File: src/rtl/uart_rx_control.sv
// ---------------------------------------------------------------------------
// uart_rx_control
//
// Receive-side control stage of the UART. The raw serial line is resynchronised
// and watched for a start-bit falling edge. On that edge the stage enables the
// external baud counter (count_sig) and samples the start, data, optional
// parity and stop bits on the counter's mid-bit pulses (bps_clk). A clean frame
// updates rx_data and pulses rx_done_sig for one cycle. These two outputs feed
// the TX stage's tx_data / rx_done_sig inputs directly (echo path).
//
// Optional feature: define UART_RX_PARITY_EN to add a parity bit between the
// last data bit and the stop bit. PARITY_ODD selects the sense (0 even, 1 odd).
// Without the macro the frame is start + DATA_W data + stop, and parity_err is
// tied low.
//
// Parameters:
//   DATA_W      data bits per frame, LSB first, 5..8
//   PARITY_ODD  parity sense when UART_RX_PARITY_EN is defined
//
// Ports:
//   clk          in   system clock, rising edge
//   rst_n        in   asynchronous active-low reset
//   rx_pin_in    in   raw serial line, idle high, asynchronous to clk
//   bps_clk      in   one-clk mid-bit sample pulse, valid while count_sig=1
//   count_sig    out  baud counter enable, start edge .. stop-bit sample
//   rx_data      out  last correctly received byte
//   rx_done_sig  out  one-cycle pulse: rx_data just updated
//   frame_err    out  one-cycle pulse: stop bit sampled low
//   parity_err   out  one-cycle pulse: parity mismatch (0 without parity)
// ---------------------------------------------------------------------------
module uart_rx_control #(
    parameter int DATA_W     = 8,
    parameter int PARITY_ODD = 0
) (
    input  logic              clk,
    input  logic              rst_n,
    input  logic              rx_pin_in,
    input  logic              bps_clk,
    output logic              count_sig,
    output logic [DATA_W-1:0] rx_data,
    output logic              rx_done_sig,
    output logic              frame_err,
    output logic              parity_err
);

    // Elaboration-time guard on the parameter ranges.
    if (DATA_W < 5 || DATA_W > 8 || (PARITY_ODD != 0 && PARITY_ODD != 1)) begin : g_bad_param
        $error("uart_rx_control: DATA_W must be 5..8 and PARITY_ODD 0 or 1");
    end

    localparam int                IDX_W    = $clog2(DATA_W);
    localparam logic [IDX_W-1:0]  LAST_IDX = IDX_W'(DATA_W - 1);

    typedef enum logic [2:0] {
        IDLE,
        START,
        DATA,
`ifdef UART_RX_PARITY_EN
        PAR,
`endif
        STOP
    } state_t;

    state_t            state_q, state_d;
    logic              sync1_q, sync1_d;
    logic              sync2_q, sync2_d;
    logic              prev_q, prev_d;
    logic              count_q, count_d;
    logic [DATA_W-1:0] data_q, data_d;
    logic              done_q, done_d;
    logic              ferr_q, ferr_d;
    logic [DATA_W-1:0] shift_q, shift_d;
    logic [IDX_W-1:0]  idx_q, idx_d;

    logic rx_s;
    logic h2l;

    assign rx_s = sync2_q;
    // prev_q is rx_s one clk late, so a 1->0 step on the synchronised line
    // shows up here for exactly one cycle.
    assign h2l  = prev_q & ~rx_s;

`ifdef UART_RX_PARITY_EN
    localparam logic ODD = (PARITY_ODD != 0);

    logic par_mis_q, par_mis_d;
    logic perr_q, perr_d;
    logic exp_par;

    // Parity bit that makes the total count of ones even (or odd).
    assign exp_par = (^shift_q) ^ ODD;
`endif

    always_comb begin
        // NOTE: every signal written here gets a default first; a path that
        // leaves one unassigned would infer a latch instead of a mux.
        state_d = state_q;
        sync1_d = rx_pin_in;
        sync2_d = sync1_q;
        prev_d  = sync2_q;
        count_d = count_q;
        data_d  = data_q;
        done_d  = 1'b0;
        ferr_d  = 1'b0;
        shift_d = shift_q;
        idx_d   = idx_q;
`ifdef UART_RX_PARITY_EN
        par_mis_d = par_mis_q;
        perr_d    = 1'b0;
`endif

        unique case (state_q)
            IDLE: begin
                // bps_clk is ignored here; only a start edge moves us on.
                if (h2l) begin
                    state_d = START;
                    count_d = 1'b1;
                end
            end

            START: begin
                if (bps_clk) begin
                    if (!rx_s) begin
                        state_d = DATA;
                        idx_d   = '0;
`ifdef UART_RX_PARITY_EN
                        par_mis_d = 1'b0;
`endif
                    end else begin
                        // Glitch, not a start bit: drop back quietly.
                        state_d = IDLE;
                        count_d = 1'b0;
                    end
                end
            end

            DATA: begin
                if (bps_clk) begin
                    shift_d[idx_q] = rx_s;
                    idx_d          = idx_q + 1'b1;
                    if (idx_q == LAST_IDX) begin
`ifdef UART_RX_PARITY_EN
                        state_d = PAR;
`else
                        state_d = STOP;
`endif
                    end
                end
            end

`ifdef UART_RX_PARITY_EN
            PAR: begin
                if (bps_clk) begin
                    par_mis_d = (rx_s != exp_par);
                    state_d   = STOP;
                end
            end
`endif

            STOP: begin
                if (bps_clk) begin
                    // Counter is released on the same edge that registers the
                    // result pulses, so it is already low while they are high.
                    state_d = IDLE;
                    count_d = 1'b0;
                    ferr_d  = ~rx_s;
`ifdef UART_RX_PARITY_EN
                    perr_d  = par_mis_q;
                    if (rx_s && !par_mis_q) begin
`else
                    if (rx_s) begin
`endif
                        data_d = shift_q;
                        done_d = 1'b1;
                    end
                end
            end

            default: begin
                state_d = IDLE;
                count_d = 1'b0;
            end
        endcase
    end

    // NOTE: sequential state uses non-blocking assignments only, so every flop
    // samples the values from before this edge regardless of statement order.
    always_ff @(posedge clk or negedge rst_n) begin
        if (!rst_n) begin
            state_q <= IDLE;
            sync1_q <= 1'b1;
            sync2_q <= 1'b1;
            prev_q  <= 1'b1;
            count_q <= 1'b0;
            data_q  <= '0;
            done_q  <= 1'b0;
            ferr_q  <= 1'b0;
            // NOTE: the shift register is a plain register, not a memory, so
            // it is reset like the rest; a mid-frame reset discards the byte.
            shift_q <= '0;
            idx_q   <= '0;
`ifdef UART_RX_PARITY_EN
            par_mis_q <= 1'b0;
            perr_q    <= 1'b0;
`endif
        end else begin
            state_q <= state_d;
            sync1_q <= sync1_d;
            sync2_q <= sync2_d;
            prev_q  <= prev_d;
            count_q <= count_d;
            data_q  <= data_d;
            done_q  <= done_d;
            ferr_q  <= ferr_d;
            shift_q <= shift_d;
            idx_q   <= idx_d;
`ifdef UART_RX_PARITY_EN
            par_mis_q <= par_mis_d;
            perr_q    <= perr_d;
`endif
        end
    end

    assign count_sig   = count_q;
    assign rx_data     = data_q;
    assign rx_done_sig = done_q;
    assign frame_err   = ferr_q;
`ifdef UART_RX_PARITY_EN
    assign parity_err  = perr_q;
`else
    assign parity_err  = 1'b0;
`endif

endmodule

File: config.mk
export PLATFORM = sky130hd
export DESIGN_NAME = uart_rx_control
export DESIGN_NICKNAME = d
export VERILOG_FILES = /design/src/rtl/uart_rx_control.sv
export SDC_FILE = /design/constraint.sdc
export NUM_CORES = 1
export LEC_CHECK = 0
export CORE_MARGIN = 2
export CORE_UTILIZATION = 55
export CTS_BUF_LIST = sky130_fd_sc_hd__clkbuf_8
export CTS_CLUSTER_DIAMETER = 150
export DETAILED_ROUTE_END_ITERATION = 7
export GPL_ROUTABILITY_DRIVEN = 0
export GPL_TIMING_DRIVEN = 0
export HOLD_SLACK_MARGIN = 0.15
export PLACE_DENSITY = 0.8
export SLEW_MARGIN = 20
export SYNTH_ARGS = -nofsm -noshare
export SYNTH_HDL_FRONTEND = slang
export SYNTH_SLANG_ARGS = --single-unit
export TNS_END_PERCENT = 5
File: constraint.sdc
create_clock -name clk -period 3.34 [get_ports clk]
set_clock_uncertainty 0.15 [all_clocks]
set_input_delay 0.668 -clock clk [delete_from_list [all_inputs] [get_ports clk]]
set_output_delay 0.668 -clock clk [all_outputs]
set_load 0.02 [all_outputs]
==> results of run 1 <==
==> metrics by stage <==
step	hold WS [ps]	area, sq um	power, mW	setup WS [ps]	utilization, %
after floorplan	195	1150	0.728	1670	-
after global placement	196	1320	0.839	1020	67.3
after detailed placement	202	1320	0.857	985	67.1
after CTS	214	1360	1.03	1260	69.4
after global routing	217	1360	1.08	1150	69.4
final	211	1360	1.03	1240	69.4
==> report_power, final <==
part           leakage [nW]  internal (mW)  switching, mW
combinational         0.253          0.187          0.163
sequential            0.349          0.427         0.0747
clock                0.0269         0.0823         0.0945
==> placed cells by master, fill, tap and decap left out, drive strengths merged <==
master,netlist,routed
nor2,2,2
nand3,5,5
o221a,2,2
o21ai,5,5
and4bb,1,1
buf,3,4
inv,3,4
dfstp,3,3
clkbuf,1,4
nor3,4,4
nand2,3,3
nand4b,1,1
nor3b,1,1
clkdlybuf4s50,0,13
mux2,17,17
a21oi,2,2
a32o,1,1
ha,2,2
conb,1,1
and2,1,1
nand2b,2,2
dfrtp,24,24
o21a,1,1
==> layout make-up <==
class / count / area share, %
repair buffers: 14 / 9.93
clock buffers: 3 / 3.03
well taps: 27 / 2.48
inverters: 3 / 0.827
multi-input cells: 51 / 31.3
clock inverters: 1 / 0.276
flip-flops and latches: 27 / 49.9
plain buffers: 4 / 2.21
==> flip-flops by register name, summed over array words and instances, names as in the netlist <==
register     count
count_sig        1
frame_err        1
idx_q            3
prev_d           1
prev_q           1
rx_data          8
rx_done_sig      1
shift_q          8
state_q          2
sync1_q          1
==> cell usage after synthesis, types with 2 or more instances <==
| cell | number | area share, % |
|---|---|---|
| dfrtp_1 | 24 | 52 |
| mux2_2 | 15 | 15 |
| o21ai_0 | 5 | 2.2 |
| nand3_1 | 4 | 1.7 |
| nor3_1 | 4 | 1.7 |
| dfstp_2 | 3 | 6.9 |
| inv_1 | 3 | 0.98 |
| nand2_1 | 3 | 0.98 |
| a21oi_1 | 2 | 0.87 |
| buf_4 | 2 | 1.3 |
| ha_1 | 2 | 2.2 |
| mux2_4 | 2 | 2.6 |
| nand2b_1 | 2 | 1.1 |
| nor2_1 | 2 | 0.65 |
| o221a_2 | 2 | 2.0 |
==> worst min path at each step <==
stage	startpoint	endpoint	slack, ps
after detailed placement	sync1_q$_DFF_PN1_	prev_d$_DFF_PN1_	200
after global routing	sync1_q$_DFF_PN1_	prev_d$_DFF_PN1_	220
final	sync1_q$_DFF_PN1_	prev_d$_DFF_PN1_	210
after CTS	sync1_q$_DFF_PN1_	prev_d$_DFF_PN1_	210
after floorplan	sync1_q$_DFF_PN1_	prev_d$_DFF_PN1_	200
after global placement	sync1_q$_DFF_PN1_	prev_d$_DFF_PN1_	200
==> layer usage <==
layer	vias to the layer above	global-route usage (%)	wire (um)
met1	359	21.9	861
met3	4	0.909	43
met5	-	0	0
li1	334	-	-
met4	0	9.72	34
met2	15	29.1	937
==> critical path: cells and delay by family <==
kind,cells,cell delay (ps)
and+or+nand+nor,2,490
muxes,1,360
buffers and inverters,1,590
==> cells by family (layout without fill, tap and decap cells) <==
family | count (synthesis) | after routing | share of synthesized area [%]
DFF | 27 | 27 | 59.2
buffers and inverters | 7 | 25 | 3.60
other | 1 | 1 | 0.327
muxes | 17 | 17 | 17.3
AOI/OAI and AO/OA | 11 | 11 | 6.54
adders and majority gates | 2 | 2 | 2.18
and+or+nand+nor | 20 | 20 | 10.8
==> flow_summary_export.csv, run 1 <==
group,metric,value,unit
final_layout,fillers,159,
final_layout,fin_cells,130,
setup_path,path_max_fanout,7,
setup_path,startpoint,"bps_clk",
routing,first_iter_violations,16,
timing,fmax,476,MHz
clocking,cts-root-buf,"clkbuf_8",
yosys,synth_seq_area_share,59.2,%
routing,vias_per_cell,5.48,
placed_design,hpwl,1300,um
final_layout,multi_input_area,427,sq um
setup_path,crit_required,3350,ps
yosys,syn_avg_cell_area,13.5,sq um
final_layout,regArea,679,sq um
clocking,cts_resized,0,
routing,route.detailed.drc,0,
min_path,worst_hold_path.num_cells,0,
power,leakagePower,0.629,nW
timing,final.period_utilization,63.0,%
min_path,hp-class,"register to register",
final_layout,insertedDiodeCount,0,
setup_path,reg2reg_to,"shift_q[5]$_DFFE_PN0P_",
yosys,ys_warn_count,0,
clocking,htreeDepth,1,
placed_design,dp.cells,126,
global_route,antenna_found_initial,0,
yosys,synth-edff-count,0,
clocking,cts_setup_buffers,0,
routing,first_pass_iters,4,
timing,hold_violations,0,
routing,wl_per_cell,14.4,um
clocking,cts_made_buffers,3,
setup_path,cp-start-kind,"input pin",
timing,slew_headroom,61.6,%
clocking,cts_tree,"done",
global_route,grt.total_usage,17.2,%
outcome,status,"complete, no violations",
setup_path,critPathKind,"input pin to register",
final_layout,area_growth,18.6,%
setup_path,reg2reg_depth,4,
timing,finalCriticalPeriod,2100,ps
clocking,cts.sinks,27,
setup_path,reg2reg_slack,1650,ps
global_route,grt_max_degree,28,
yosys,syn_inst,85,
routing,routed_wl,1880,um
floorplanning,die_w,49.7,um
global_route,grt_pass1_vias,735,
power,ir_drop,0.000515,V
timing,slew_viol_final,0,
yosys,ys_async_sr_fraction,100,%
final_layout,nets,110,
power,power.density,756,nW/um^2
yosys,ys.flop_type,"dfrtp_1",
timing,setup_viol,0,
setup_path,crit_chain,"clkdlybuf4s50_1 > nand4b_1 > nor3_1 > mux2_2",
floorplanning,core,1960,sq um
routing,via_count,712,
setup_path,endpoint,"shift_q[5]$_DFFE_PN0P_",
timing,rsz0062_at_grt,"false",
setup_path,cp_slowest_cell,"clkdlybuf4s50_1",
setup_path,cp-end-kind,"register",
setup_path,cp_slowest_stage_delay,590,ps
floorplanning,die_area,2470,sq um
yosys,synth_fp_nets,91,
clocking,cts.path.max_buffers,2,
global_route,grt-ovfl-total,0,
timing,setup-tns-final,0,ps
global_route,grt_first_pass_wirelength,3220,um
placed_design,port_buffers,14,
floorplanning,start_util,58.5,%
clocking,hold_buffers,0,
yosys,yosys_register_bits,27,
yosys,syn_area,1150,sq um
floorplanning,ios,16,
timing,tightestPinTransition,577,ps
floorplanning,die_h,49.7,um
setup_path,rr_startpoint,"state_q[0]$_DFFE_PN0P_",
clocking,clkLatencyLatePin,270,ps
flow_run,maxCapViolations,0,
setup_path,cp.arrival,2110,ps
clocking,cts.clk_slew.worst_paths,90,ps
final_layout,drive_gt1_share,30.1,%
routing,antenna_left,0,
floorplanning,rows,16,
yosys,synthDistinctLibCells,25,
Power figures use the tool's default switching activity.
==> run 2, diff against run 1 <==
CORE_UTILIZATION = 50   (was 55)
PLACE_DENSITY = 0.77   (was 0.8)
clock period = 1.85 ns   (was 3.34 ns; I/O delays follow)
==> flow_summary_export.csv, run 2 (same netlist as run 1, synthesis figures left out) <==
group,metric,value,unit
outcome,status,"complete, no violations",
timing,setup_viol,0,
power,ir_drop,0.000867,V
timing,slew_viol_final,0,
floorplanning,core,2190,sq um
routing,first_iter_violations,14,
global_route,grt-ovfl-total,0,
min_path,whs_endpoint,"prev_d$_DFF_PN1_",
final_layout,final_cell_area,1370,sq um
setup_path,rr_startpoint,"state_q[0]$_DFFE_PN0P_",
placed_design,place_area,1320,sq um
global_route,grt_first_pass_wirelength,2840,um
floorplanning,ios,16,
setup_path,reg2reg_to,"shift_q[7]$_DFFE_PN0P_",
routing,routed_wl,1640,um
placed_design,dp.cells,127,
setup_path,crit_buf_inv,1,
routing,first_pass_iters,4,
timing,hold_ws,211,ps
setup_path,path_depth,1,
setup_path,crit_chain,"clkdlybuf4s50_1",
placed_design,hpwl,1170,um
final_layout,drive_gt1_share,29.8,%
placed_design,dp_slack,-185,ps
global_route,antenna_found_initial,0,
min_path,hp-start,"sync1_q$_DFF_PN1_",
setup_path,cp.arrival,1250,ps
timing,tightestPinTransition,551,ps
final_layout,fin_cells,132,
power,total_power,1.83,mW
final_layout,insertedDiodeCount,0,
clocking,cts_tree,"done",
timing,final.period_utilization,95.6,%
setup_path,crit_required,1330,ps
clocking,clkLatencyLatePin,270,ps
setup_path,reg2reg_depth,4,
setup_path,cp_slowest_cell,"clkdlybuf4s50_1",
power,leakagePower,0.633,nW
setup_path,critPathKind,"register to output pin",
final_layout,nets,111,
routing,vias_per_cell,5.32,
timing,finalCriticalPeriod,1770,ps
setup_path,cp_slowest_stage_delay,610,ps
routing,wl_per_cell,12.4,um
clocking,cts-root-buf,"clkbuf_8",
timing,setup_ws,82.2,ps
final_layout,multi_input_area,427,sq um
power,power.density,1330,nW/um^2
flow_run,maxCapViolations,0,
clocking,cts.clk_slew.worst_paths,80,ps
global_route,grt_pass1_vias,677,
clocking,cts.sinks,27,
setup_path,reg2reg_slack,190,ps
global_route,grt_max_degree,28,
global_route,grt.total_usage,14.7,%
timing,fmax,566,MHz
setup_path,path_max_fanout,3,
placed_design,port_buffers,14,
clocking,htreeDepth,1,
min_path,worst_hold_path.num_cells,0,
routing,route.detailed.drc,0,
final_layout,area_growth,19.6,%
final_layout,postLayoutCoreUtil,62.6,%
floorplanning,die_area,2690,sq um
timing,hold_violations,0,
min_path,hp-class,"register to register",
timing,slew_headroom,63.2,%
final_layout,fillers,176,
final_layout,final_cell_mix,"dfrtp_1, mux2_2, clkdlybuf4s50_1",
clocking,cts_made_buffers,3,
final_layout,regArea,679,sq um
routing,via_count,702,
setup_path,cp-end-kind,"output pin",
setup_path,cp_top_family,"buffers and inverters",
floorplanning,rows,17,
setup_path,cp-start-kind,"register",
floorplanning,die_h,51.9,um
timing,rsz0062_at_grt,"true",
floorplanning,start_util,52.4,%
final_layout,mostFrequentLayoutCell,"dfrtp_1",
floorplanning,die_w,51.9,um
clocking,cts.path.max_buffers,2,
timing,setup-tns-final,0,ps
routing,antenna_left,0,
==> run 2: final cells by class <==
| class | instances | share of cell area [%] |
|---|---|---|
| buffer | 4 | 2.19 |
| multi-input combinational | 51 | 31.1 |
| inverter | 3 | 0.820 |
| clock inverter | 1 | 0.273 |
| clock buffer | 3 | 3.01 |
| tap | 28 | 2.55 |
| timing repair buffer | 15 | 10.6 |
| sequential | 27 | 49.5 |
==> run 2: worst max path at each step <==
stage,start,to
detailed placement,bps_clk,shift_q[3]$_DFFE_PN0P_
finish,count_sig$_DFFE_PN0P_,count_sig
floorplan,state_q[0]$_DFFE_PN0P_,shift_q[1]$_DFFE_PN0P_
global placement,bps_clk,shift_q[3]$_DFFE_PN0P_
CTS,count_sig$_DFFE_PN0P_,count_sig
global route,bps_clk,shift_q[7]$_DFFE_PN0P_
==> run 2: timing repair <==
action / 4_1_cts / 5_1_grt
setup buffers: 0 / 0
hold buffers: 1 / 0
endpoints found under the hold margin: 24 / 0
endpoints found under the setup margin: 0 / 1
resized for setup: 0 / 0
==> run 2: worst reg2reg max path: cells and delay by family (launching register included) <==
family,cells,cell delay [ps]
buffers and inverters,1,170
and+or+nand+nor,2,510
DFF,1,380
muxes,1,350
==> run 2: per-layer routing <==
| layer | GRT usage (%) | vias up | part of all wire, % |
|---|---|---|---|
| met5 | 0 | - | 0 |
| met4 | 10.5 | 0 | 1.9 |
| met3 | 3.16 | 4 | 4.2 |
| met2 | 23.4 | 17 | 47 |
| met1 | 17.6 | 345 | 46 |
| li1 | - | 336 | - |
==> run 2: power by group <==
group | internal, mW | leakage, nW | switching, mW
Clock | 0.148 | 0.0269 | 0.167
Sequential | 0.771 | 0.349 | 0.129
Combinational | 0.337 | 0.257 | 0.277
Total | 1.26 | 0.633 | 0.574
